==> src/rtl/lc3b_types.sv <==
// Shared LC-3b types for the memory path.
// Holds the word and byte-mask widths, the arbiter state and port enums
// (shared with debug/monitor logic), and the latched request payload.
package lc3b_types;

    localparam int unsigned WORD_W  = 16;
    localparam int unsigned WMASK_W = 2;

    typedef logic [WORD_W-1:0]  lc3b_word;
    typedef logic [WMASK_W-1:0] lc3b_mem_wmask;

    // Arbiter FSM states
    typedef enum logic [2:0] {
        IDLE,
        SERVE_A,
        SERVE_B,
        DONE_A,
        DONE_B
    } arb_state_t;

    // Requesting port identity
    typedef enum logic {
        PORT_A,
        PORT_B
    } arb_port_t;

    // One downstream memory request as held toward memory
    typedef struct packed {
        logic          read;
        logic          write;
        lc3b_mem_wmask wmask;
        lc3b_word      address;
        lc3b_word      wdata;
    } mem_req_t;

    // Build a request from a port's inputs; a write beats a simultaneous read
    function automatic mem_req_t make_req(
        input logic          read,
        input logic          write,
        input lc3b_mem_wmask wmask,
        input lc3b_word      address,
        input lc3b_word      wdata
    );
        mem_req_t r;
        r.read    = read & ~write;
        r.write   = write;
        r.wmask   = wmask;
        r.address = address;
        r.wdata   = wdata;
        return r;
    endfunction

endpackage

==> src/rtl/mem_port_arbiter_if.sv <==
// Memory-port bundle used for both CPU-side ports and the downstream port.
// Signals:
//   read/write   request strobes, held by the requester until resp
//   wmask        byte mask
//   address      word address
//   wdata        write data
//   resp         one-cycle completion pulse from the responder
//   rdata        read data, valid while resp is high
// Modports: master drives the request, slave answers it.
interface mem_port_arbiter_if;
    import lc3b_types::*;

    logic          read;
    logic          write;
    lc3b_mem_wmask wmask;
    lc3b_word      address;
    lc3b_word      wdata;
    logic          resp;
    lc3b_word      rdata;

    modport master (
        output read,
        output write,
        output wmask,
        output address,
        output wdata,
        input  resp,
        input  rdata
    );

    modport slave (
        input  read,
        input  write,
        input  wmask,
        input  address,
        input  wdata,
        output resp,
        output rdata
    );

endinterface

==> src/rtl/mem_port_arbiter.sv <==
// Two-to-one round-robin memory arbiter.
// Merges the instruction-fetch port (A) and the data port (B) onto one
// downstream memory interface, one transaction at a time. The winning request
// is latched and driven toward memory from registers; the single-cycle memory
// response is registered and returned to the requesting port only.
// Ports:
//   clk     system clock, rising edge
//   rst_n   synchronous active-low reset
//   port_a  CPU port A (instruction fetch), slave side
//   port_b  CPU port B (data access), slave side
//   mem     downstream memory / cache, master side
module mem_port_arbiter
    import lc3b_types::*;
(
    input  logic               clk,
    input  logic               rst_n,
    mem_port_arbiter_if.slave  port_a,
    mem_port_arbiter_if.slave  port_b,
    mem_port_arbiter_if.master mem
);

    arb_state_t state;
    arb_port_t  last_grant;
    mem_req_t   req_q;
    lc3b_word   rdata_reg;
    logic       resp_a_q;
    logic       resp_b_q;

    logic       req_a_c;
    logic       req_b_c;
    logic       grant_b_c;
    mem_req_t   cand_c;

    // Grant decision: a lone requester wins; on a tie the port not served last wins
    always_comb begin
        req_a_c   = port_a.read | port_a.write;
        req_b_c   = port_b.read | port_b.write;
        grant_b_c = req_b_c & (~req_a_c | (last_grant == PORT_A));
        if (grant_b_c) begin
            cand_c = make_req(port_b.read, port_b.write, port_b.wmask,
                              port_b.address, port_b.wdata);
        end else begin
            cand_c = make_req(port_a.read, port_a.write, port_a.wmask,
                              port_a.address, port_a.wdata);
        end
    end

    // Arbiter FSM; every output toward memory and the ports comes from a register
    always_ff @(posedge clk) begin
        if (!rst_n) begin
            state      <= IDLE;
            last_grant <= PORT_A;
            req_q      <= '0;
            rdata_reg  <= '0;
            resp_a_q   <= 1'b0;
            resp_b_q   <= 1'b0;
        end else begin
            case (state)
                IDLE: begin
                    resp_a_q <= 1'b0;
                    resp_b_q <= 1'b0;
                    if (req_a_c | req_b_c) begin
                        req_q <= cand_c;
                        state <= grant_b_c ? SERVE_B : SERVE_A;
                    end
                end
                SERVE_A, SERVE_B: begin
                    // Live port inputs are not tracked here; only req_q matters
                    if (mem.resp) begin
                        rdata_reg   <= mem.rdata;
                        req_q.read  <= 1'b0;
                        req_q.write <= 1'b0;
                        if (state == SERVE_A) begin
                            last_grant <= PORT_A;
                            resp_a_q   <= 1'b1;
                            state      <= DONE_A;
                        end else begin
                            last_grant <= PORT_B;
                            resp_b_q   <= 1'b1;
                            state      <= DONE_B;
                        end
                    end
                end
                DONE_A, DONE_B: begin
                    // No grant here: the requester updates its inputs at this edge
                    resp_a_q <= 1'b0;
                    resp_b_q <= 1'b0;
                    state    <= IDLE;
                end
                default: begin
                    resp_a_q    <= 1'b0;
                    resp_b_q    <= 1'b0;
                    req_q.read  <= 1'b0;
                    req_q.write <= 1'b0;
                    state       <= IDLE;
                end
            endcase
        end
    end

    assign mem.read     = req_q.read;
    assign mem.write    = req_q.write;
    assign mem.wmask    = req_q.wmask;
    assign mem.address  = req_q.address;
    assign mem.wdata    = req_q.wdata;

    // Both ports see the captured data; it is only meaningful with that port's resp
    assign port_a.resp  = resp_a_q;
    assign port_a.rdata = rdata_reg;
    assign port_b.resp  = resp_b_q;
    assign port_b.rdata = rdata_reg;

endmodule

==> src/flat_wrapper.sv <==
// flat-port wrapper written by rule: the top's interface ports become plain ports
module mem_port_arbiter_flat import lc3b_types::*;
  (clk, rst_n, port_a_read, port_a_write, port_a_wmask, port_a_address, port_a_wdata, port_a_resp, port_a_rdata, port_b_read, port_b_write, port_b_wmask, port_b_address, port_b_wdata, port_b_resp, port_b_rdata, mem_read, mem_write, mem_wmask, mem_address, mem_wdata, mem_resp, mem_rdata);
  mem_port_arbiter_if port_a_i ();
  mem_port_arbiter_if port_b_i ();
  mem_port_arbiter_if mem_i ();
  input  logic clk;
  input  logic rst_n;
  input wire logic [$bits(port_a_i.read)-1:0] port_a_read;
  input wire logic [$bits(port_a_i.write)-1:0] port_a_write;
  input wire logic [$bits(port_a_i.wmask)-1:0] port_a_wmask;
  input wire logic [$bits(port_a_i.address)-1:0] port_a_address;
  input wire logic [$bits(port_a_i.wdata)-1:0] port_a_wdata;
  output wire logic [$bits(port_a_i.resp)-1:0] port_a_resp;
  output wire logic [$bits(port_a_i.rdata)-1:0] port_a_rdata;
  input wire logic [$bits(port_b_i.read)-1:0] port_b_read;
  input wire logic [$bits(port_b_i.write)-1:0] port_b_write;
  input wire logic [$bits(port_b_i.wmask)-1:0] port_b_wmask;
  input wire logic [$bits(port_b_i.address)-1:0] port_b_address;
  input wire logic [$bits(port_b_i.wdata)-1:0] port_b_wdata;
  output wire logic [$bits(port_b_i.resp)-1:0] port_b_resp;
  output wire logic [$bits(port_b_i.rdata)-1:0] port_b_rdata;
  output wire logic [$bits(mem_i.read)-1:0] mem_read;
  output wire logic [$bits(mem_i.write)-1:0] mem_write;
  output wire logic [$bits(mem_i.wmask)-1:0] mem_wmask;
  output wire logic [$bits(mem_i.address)-1:0] mem_address;
  output wire logic [$bits(mem_i.wdata)-1:0] mem_wdata;
  input wire logic [$bits(mem_i.resp)-1:0] mem_resp;
  input wire logic [$bits(mem_i.rdata)-1:0] mem_rdata;
  assign port_a_i.read = port_a_read;
  assign port_a_i.write = port_a_write;
  assign port_a_i.wmask = port_a_wmask;
  assign port_a_i.address = port_a_address;
  assign port_a_i.wdata = port_a_wdata;
  assign port_a_resp = port_a_i.resp;
  assign port_a_rdata = port_a_i.rdata;
  assign port_b_i.read = port_b_read;
  assign port_b_i.write = port_b_write;
  assign port_b_i.wmask = port_b_wmask;
  assign port_b_i.address = port_b_address;
  assign port_b_i.wdata = port_b_wdata;
  assign port_b_resp = port_b_i.resp;
  assign port_b_rdata = port_b_i.rdata;
  assign mem_read = mem_i.read;
  assign mem_write = mem_i.write;
  assign mem_wmask = mem_i.wmask;
  assign mem_address = mem_i.address;
  assign mem_wdata = mem_i.wdata;
  assign mem_i.resp = mem_resp;
  assign mem_i.rdata = mem_rdata;
  mem_port_arbiter u_core (.clk(clk), .rst_n(rst_n), .port_a(port_a_i), .port_b(port_b_i), .mem(mem_i));
endmodule
==> config.mk <==
export PLATFORM = sky130hd
export DESIGN_NAME = mem_port_arbiter_flat
export DESIGN_NICKNAME = d
export VERILOG_FILES = /design/src/rtl/lc3b_types.sv /design/src/rtl/mem_port_arbiter_if.sv /design/src/rtl/mem_port_arbiter.sv /design/src/flat_wrapper.sv
export SDC_FILE = /design/constraint.sdc
export NUM_CORES = 1
export LEC_CHECK = 0
export CAP_MARGIN = 40
export CORE_MARGIN = 10
export CORE_UTILIZATION = 30
export CTS_CLUSTER_DIAMETER = 60
export DETAILED_ROUTE_END_ITERATION = 8
export GPL_TIMING_DRIVEN = 1
export PLACE_DENSITY = 0.65
export SLEW_MARGIN = 20
export SYNTH_ARGS = -nofsm -noshare
export SYNTH_HDL_FRONTEND = slang
export SYNTH_SLANG_ARGS = --single-unit
==> constraint.sdc <==
create_clock -name clk -period 2.98 [get_ports clk]
set_input_delay 0.894 -clock clk [delete_from_list [all_inputs] [get_ports clk]]
set_output_delay 0.894 -clock clk [all_outputs]
set_load 0.05 [all_outputs]
==> results of run 1 <==
==> cell families (layout without fill, tap and decap cells) <==
kind of cell           after synthesis  in the layout  share of synthesized area (%)
AND/OR/NAND/NOR                     79             79                           14.9
XOR/XNOR                             2              2                           1.26
flip-flops                          58             58                           40.3
buffers and inverters               53            185                           11.2
AO/OA/AOI/OAI                      152            152                           32.4
==> layer usage <==
layer | wire [µm] | GRT usage, % | share of wire (%) | vias up
met1 | 4650 | 17.7 | 43 | 1440
li1 | - | - | - | 1534
met5 | 0 | 0 | 0 | -
met3 | 1000 | 5.85 | 9.3 | 7
met4 | 99 | 4.56 | 0.92 | 0
met2 | 5050 | 23.6 | 47 | 134
==> area by class of cell <==
cell class | instances | area share, %
Multi-Input combinational cell | 233 | 30.4
Clock inverter | 3 | 0.867
Clock buffer | 11 | 3.28
Sequential cell | 58 | 25.1
Tap cell | 129 | 3.49
Inverter | 2 | 0.163
Timing Repair Buffer | 169 | 36.7
==> synthesized netlist by cell type <==
library cell,n,share of area (%)
dfxtp_1,58,40
o21ai_0,55,9.5
a21oi_1,50,8.7
nand3_1,50,8.7
a311oi_1,33,10
buf_4,18,4.7
buf_2,14,2.4
clkbuf_1,14,1.8
nand2_1,6,0.78
buf_6,5,2.0
a21oi_2,4,1.2
nand2b_1,4,0.87
a211oi_1,3,0.78
and3b_1,3,0.91
nor2_1,3,0.39
nor2b_1,3,0.65
o22ai_1,2,0.43
o32ai_1,2,0.61
or2_2,2,0.43
a311oi_2,1,0.52
clkinv_1,1,0.13
inv_1,1,0.13
nor2_2,1,0.22
nor3_1,1,0.17
nor3_4,1,0.56
nor3b_1,1,0.26
nor4_1,1,0.22
nor4b_1,1,0.30
o21a_1,1,0.26
o21ai_2,1,0.30
or3_1,1,0.22
or4_1,1,0.26
xnor2_1,1,0.30
xor2_4,1,0.95
==> worst max path at each step <==
stage | to | slack, ns | cells past startpoint
2_1_floorplan | u_core.mem.wdata[2]$_SDFFE_PN0P_ | 0.97 | 5
3_5_place_dp | u_core.state[1]$_SDFFE_PN0P_ | 0.30 | 4
3_3_place_gp | u_core.mem.wdata[1]$_SDFFE_PN0P_ | 0.33 | 4
5_1_grt | u_core.state[1]$_SDFFE_PN0P_ | 0.42 | 4
6_report | mem_wdata[8] | 0.56 | 1
4_1_cts | port_a_resp | 0.55 | 1
==> placed cells by master, fill, tap and decap left out, types with 2 or more instances in the layout <==
cell / n
a21oi_1: 50
a311oi_1: 33
nand3_1: 50
a211oi_1: 3
clkdlybuf4s50_1: 160
dfxtp_1: 58
nor2_2: 2
or2_2: 2
nor2_1: 2
clkinv_2: 2
o22ai_1: 2
buf_4: 7
nor2b_1: 3
nand2b_1: 4
and3b_1: 3
o21ai_0: 55
clkbuf_8: 11
o32ai_1: 2
buf_12: 2
a21oi_2: 4
nand2_1: 6
==> metrics by stage <==
stage	cells	total power, mW	utilization [%]
3_3_place_gp	591	2.37	47.7
6_report	605	3.09	49.7
2_1_floorplan	344	1.89	-
3_5_place_dp	591	2.39	47.7
5_1_grt	605	3.25	49.7
4_1_cts	605	3.12	49.7
==> where the power goes <==
group / switching [mW] / internal [mW] / leakage, nW / total, mW
logic: 0.859 / 0.514 / 1.01 / 1.37
registers: 0.0925 / 0.900 / 0.479 / 0.992
clock network: 0.302 / 0.420 / 0.101 / 0.722
==> flow_summary.json, run 1 <==
{
  "status": "complete, no violations",
  "post-cts-setup-buffer-count": 0,
  "wl_per_cell_um": 17.8,
  "gr-total-overflow": 0,
  "cp.arrival_ns": 1.52,
  "antenna_left": 0,
  "max_freq_mhz": 414,
  "firstDrtPassIters": 6,
  "die_area_um2": 13900,
  "cp_num_buf_inv": 1,
  "stdcell_area_um2": 4620,
  "io_buffer_count": 160,
  "timing.hold.ws_ns": 0.478,
  "max_stage_delay_ns": 0.85,
  "place.gp.congestion": 0.750,
  "area_growth_pct": 60.2,
  "ctsHtreeMaxLevel": 3,
  "required_ns": 2.09,
  "cts_buffers": 9,
  "fin_ws_ns": 0.562,
  "drive_gt1_share_pct": 7.35,
  "path_cells": "clkdlybuf4s50_1",
  "groute.usage.overall_pct": 14.8,
  "cp_top_family": "buffers and inverters",
  "first_iter_violations": 237,
  "die_y_um": 118,
  "hp-start": "u_core.mem.write$_SDFFE_PN0P_",
  "min_period_ns": 2.42,
  "syn_inst": 344,
  "holdPathEnd": "u_core.mem.write$_SDFFE_PN0P_",
  "ys_seq_area_share_pct": 40.3,
  "critPathKind": "reg2out",
  "setup_tns_ns": 0,
  "setup_viol": 0,
  "cts_tree": "built",
  "timing.rr.start": "u_core.state[0]$_SDFFE_PN0P_",
  "dp_slack_ns": 0.296,
  "final_nets": 564,
  "rr_endpoint": "u_core.mem.write$_SDFFE_PN0P_",
  "core_um2": 9280,
  "crit_path_end_kind": "primary output",
  "routed_wl_um": 10800,
  "cap_violations": 0,
  "antenna_found_initial": 0,
  "p_per_area_nw_per_um2": 669,
  "hold_viol_final": 0,
  "grt_max_degree": 53,
  "avgSynthCellArea_um2": 8.38,
  "placed_area_um2": 4430,
  "fill_cells": 897,
  "grt_pass1_vias": 3181,
  "hold_buffers": 0,
  "fp-row-count": 35,
  "yosys_warnings": 0,
  "synth_nets": 435,
  "worst_path_max_delay_cell": "clkdlybuf4s50_1",
  "ys_types": 34,
  "multi_input_area_um2": 1400,
  "ctsResizeCount": 0,
  "fin_skew_ns": 0.00620,
  "cts.sinks": 58,
  "reg2reg_setup_slack_ns": 1.08,
  "hold_path_class": "reg2reg",
  "cp_max_fo": 2,
  "critPathLaunch": "u_core.mem.wdata[8]$_SDFFE_PN0P_",
  "drc": 0,
  "leakage_nw": 1.59,
  "peakVddDrop_v": 0.000281,
  "cts-root-buf": "clkbuf_8",
  "slew_headroom_pct": 51.2,
  "ff2ff_path_depth": 4,
  "io_pins": 161,
  "clock_latency_ns": 0.32,
  "syn_area_um2": 2880,
  "avgViaCountPerCell": 5.15,
  "grt_pass1_wl_um": 17100,
  "period_share_pct": 81.2,
  "ys_seq_elements": 58,
  "cts.reportedPaths.clkPinSlew_ns": 0.06,
  "rsz0062_at_grt": "false",
  "die_w_um": 118,
  "critPathLaunchType": "register",
  "seq_area_um2": 1160,
  "slew_viol_final": 0,
  "diodes": 0,
  "hpwl_um": 7650,
  "hold-path-cell-count": 2,
  "clockBufferDepth": 2,
  "vias": 3115,
  "worst_slew_pin_slew_ns": 0.730,
  "start_util_pct": 31.1
}
(Power assumes the default switching activity.)
==> run 2, diff against run 1 <==
==> constraint.sdc (replaced) <==
create_clock -name clk -period 2.5 [get_ports clk]
set_input_delay 0.75 -clock clk [delete_from_list [all_inputs] [get_ports clk]]
set_output_delay 0.75 -clock clk [all_outputs]
set_load 0.05 [all_outputs]
==> flow_summary.json, run 2 (synthesized netlist as in run 1, its figures left out) <==
{
  "area_growth_pct": 63.4,
  "required_ns": 1.75,
  "wl_per_cell_um": 17.9,
  "hold_viol_final": 0,
  "fp-row-count": 35,
  "hpwl_um": 8230,
  "cp_max_fo": 2,
  "core_um2": 9280,
  "cts-root-buf": "clkbuf_8",
  "status": "complete, no violations",
  "cts_buffers": 9,
  "max_stage_delay_ns": 0.85,
  "fin_skew_ns": 0.00819,
  "slew_viol_final": 0,
  "die_area_um2": 13900,
  "hold_buffers": 0,
  "reg2reg_setup_slack_ns": 0.88,
  "ctsResizeCount": 0,
  "cts.sinks": 58,
  "cp_num_buf_inv": 1,
  "cts_tree": "built",
  "worst_slew_pin_slew_ns": 0.580,
  "grt_pass1_wl_um": 17400,
  "slew_headroom_pct": 61.3,
  "worst_path_max_delay_cell": "clkdlybuf4s50_1",
  "min_period_ns": 2.28,
  "first_iter_violations": 159,
  "groute.usage.overall_pct": 15.1,
  "place.gp.congestion": 0.767,
  "drc": 0,
  "final_nets": 576,
  "die_y_um": 118,
  "path_cells": "clkdlybuf4s50_1",
  "firstDrtPassIters": 4,
  "period_share_pct": 91.0,
  "clock_latency_ns": 0.34,
  "final_cell_count_no_fill": 618,
  "final_common_cell": "clkdlybuf4s50_1",
  "p_per_area_nw_per_um2": 784,
  "cts.reportedPaths.clkPinSlew_ns": 0.06,
  "fill_cells": 922,
  "cap_violations": 0,
  "p_clk_share_pct": 23.1,
  "p_seq_share_pct": 32.0,
  "crit_path_end_kind": "primary output",
  "final_cell_mix": "160 x clkdlybuf4s50_1, 58 x dfxtp_1, 55 x o21ai_0",
  "grt_max_degree": 37,
  "avgViaCountPerCell": 5.21,
  "die_w_um": 118,
  "combPwrFrac_pct": 44.9,
  "cp.arrival_ns": 1.53,
  "gr-total-overflow": 0,
  "diodes": 0,
  "dpl.cell_count": 603,
  "hold_path_class": "reg2reg",
  "critPathKind": "reg2out",
  "vias": 3222,
  "critPathLaunchType": "register",
  "io_pins": 161,
  "drive_gt1_share_pct": 9.82,
  "io_buffer_count": 160,
  "swShare_pct": 41.0,
  "antenna_found_initial": 0,
  "ctsHtreeMaxLevel": 3,
  "routed_wl_um": 11100,
  "leakage_nw": 1.64,
  "peakVddDrop_v": 0.000349,
  "setup_viol": 0,
  "grt_pass1_vias": 3329,
  "start_util_pct": 31.1,
  "power.internal_mw": 2.18,
  "cp_top_family": "buffers and inverters",
  "rsz0062_at_grt": "false",
  "switchingPower_mw": 1.51,
  "antenna_left": 0,
  "max_freq_mhz": 439,
  "setup_tns_ns": 0,
  "clockBufferDepth": 2,
  "post-cts-setup-buffer-count": 0
}
run 2: cell count changes in the layout (fill, tap and decap cells not counted), sizes merged:
cell      previous run  this run
clkbuf              11        10
buf                  9        21
clkinvlp             0         2
run 2: layer usage:
metal | GRT usage [%] | share of wire [%] | routed length, µm
met1 | 17.4 | 42 | 4610
met2 | 25.2 | 49 | 5420
met3 | 5.80 | 8.2 | 908
met4 | 4.95 | 1.0 | 114
met5 | 0 | 0 | 0
run 2: power groups by stage:
stage / logic (mW) / clock network [mW] / registers (mW)
after floorplan: 0.609 / 0 / 1.65
after global placement: 1.65 / 0 / 1.19
after detailed placement: 1.67 / 0 / 1.20
after CTS: 1.68 / 0.884 / 1.18
after global routing: 1.76 / 0.909 / 1.20
final: 1.66 / 0.854 / 1.18
run 2: worst paths after layout:
path / from / end / cells past startpoint
setup / recovery: u_core.mem.wdata[8]$_SDFFE_PN0P_ / mem_wdata[8] / 1
setup reg to reg: u_core.state[1]$_SDFFE_PN0P_ / u_core.port_a.rdata[10]$_SDFFE_PN0P_ / 4
hold reg to reg: u_core.mem.read$_SDFFE_PN0P_ / u_core.mem.read$_SDFFE_PN0P_ / 2
hold / removal: u_core.mem.read$_SDFFE_PN0P_ / u_core.mem.read$_SDFFE_PN0P_ / 2
run 2: through the flow:
stage	worst slack, ns	instance area, µm²	hold WS (ns)	total power [mW]	util (%)
final	0.225	4710	0.480	3.69	50.7
after global routing	0.157	4710	0.513	3.87	50.7
after CTS	0.187	4710	0.485	3.74	50.7
after detailed placement	0.142	4520	0.479	2.87	48.7
after global placement	0.155	4510	0.456	2.84	48.6
after floorplan	0.636	2880	0.517	2.26	-
run 2: cell type report:
cell class / instances / area [µm²] / share of cell area [%]
tap: 129 / 161 / 3.43
sequential: 58 / 1160 / 24.7
inverter: 2 / 7.51 / 0.159
timing repair buffer: 181 / 1780 / 37.9
clock buffer: 10 / 138 / 2.92
clock inverter: 5 / 55.1 / 1.17
multi-input combinational: 233 / 1400 / 29.8
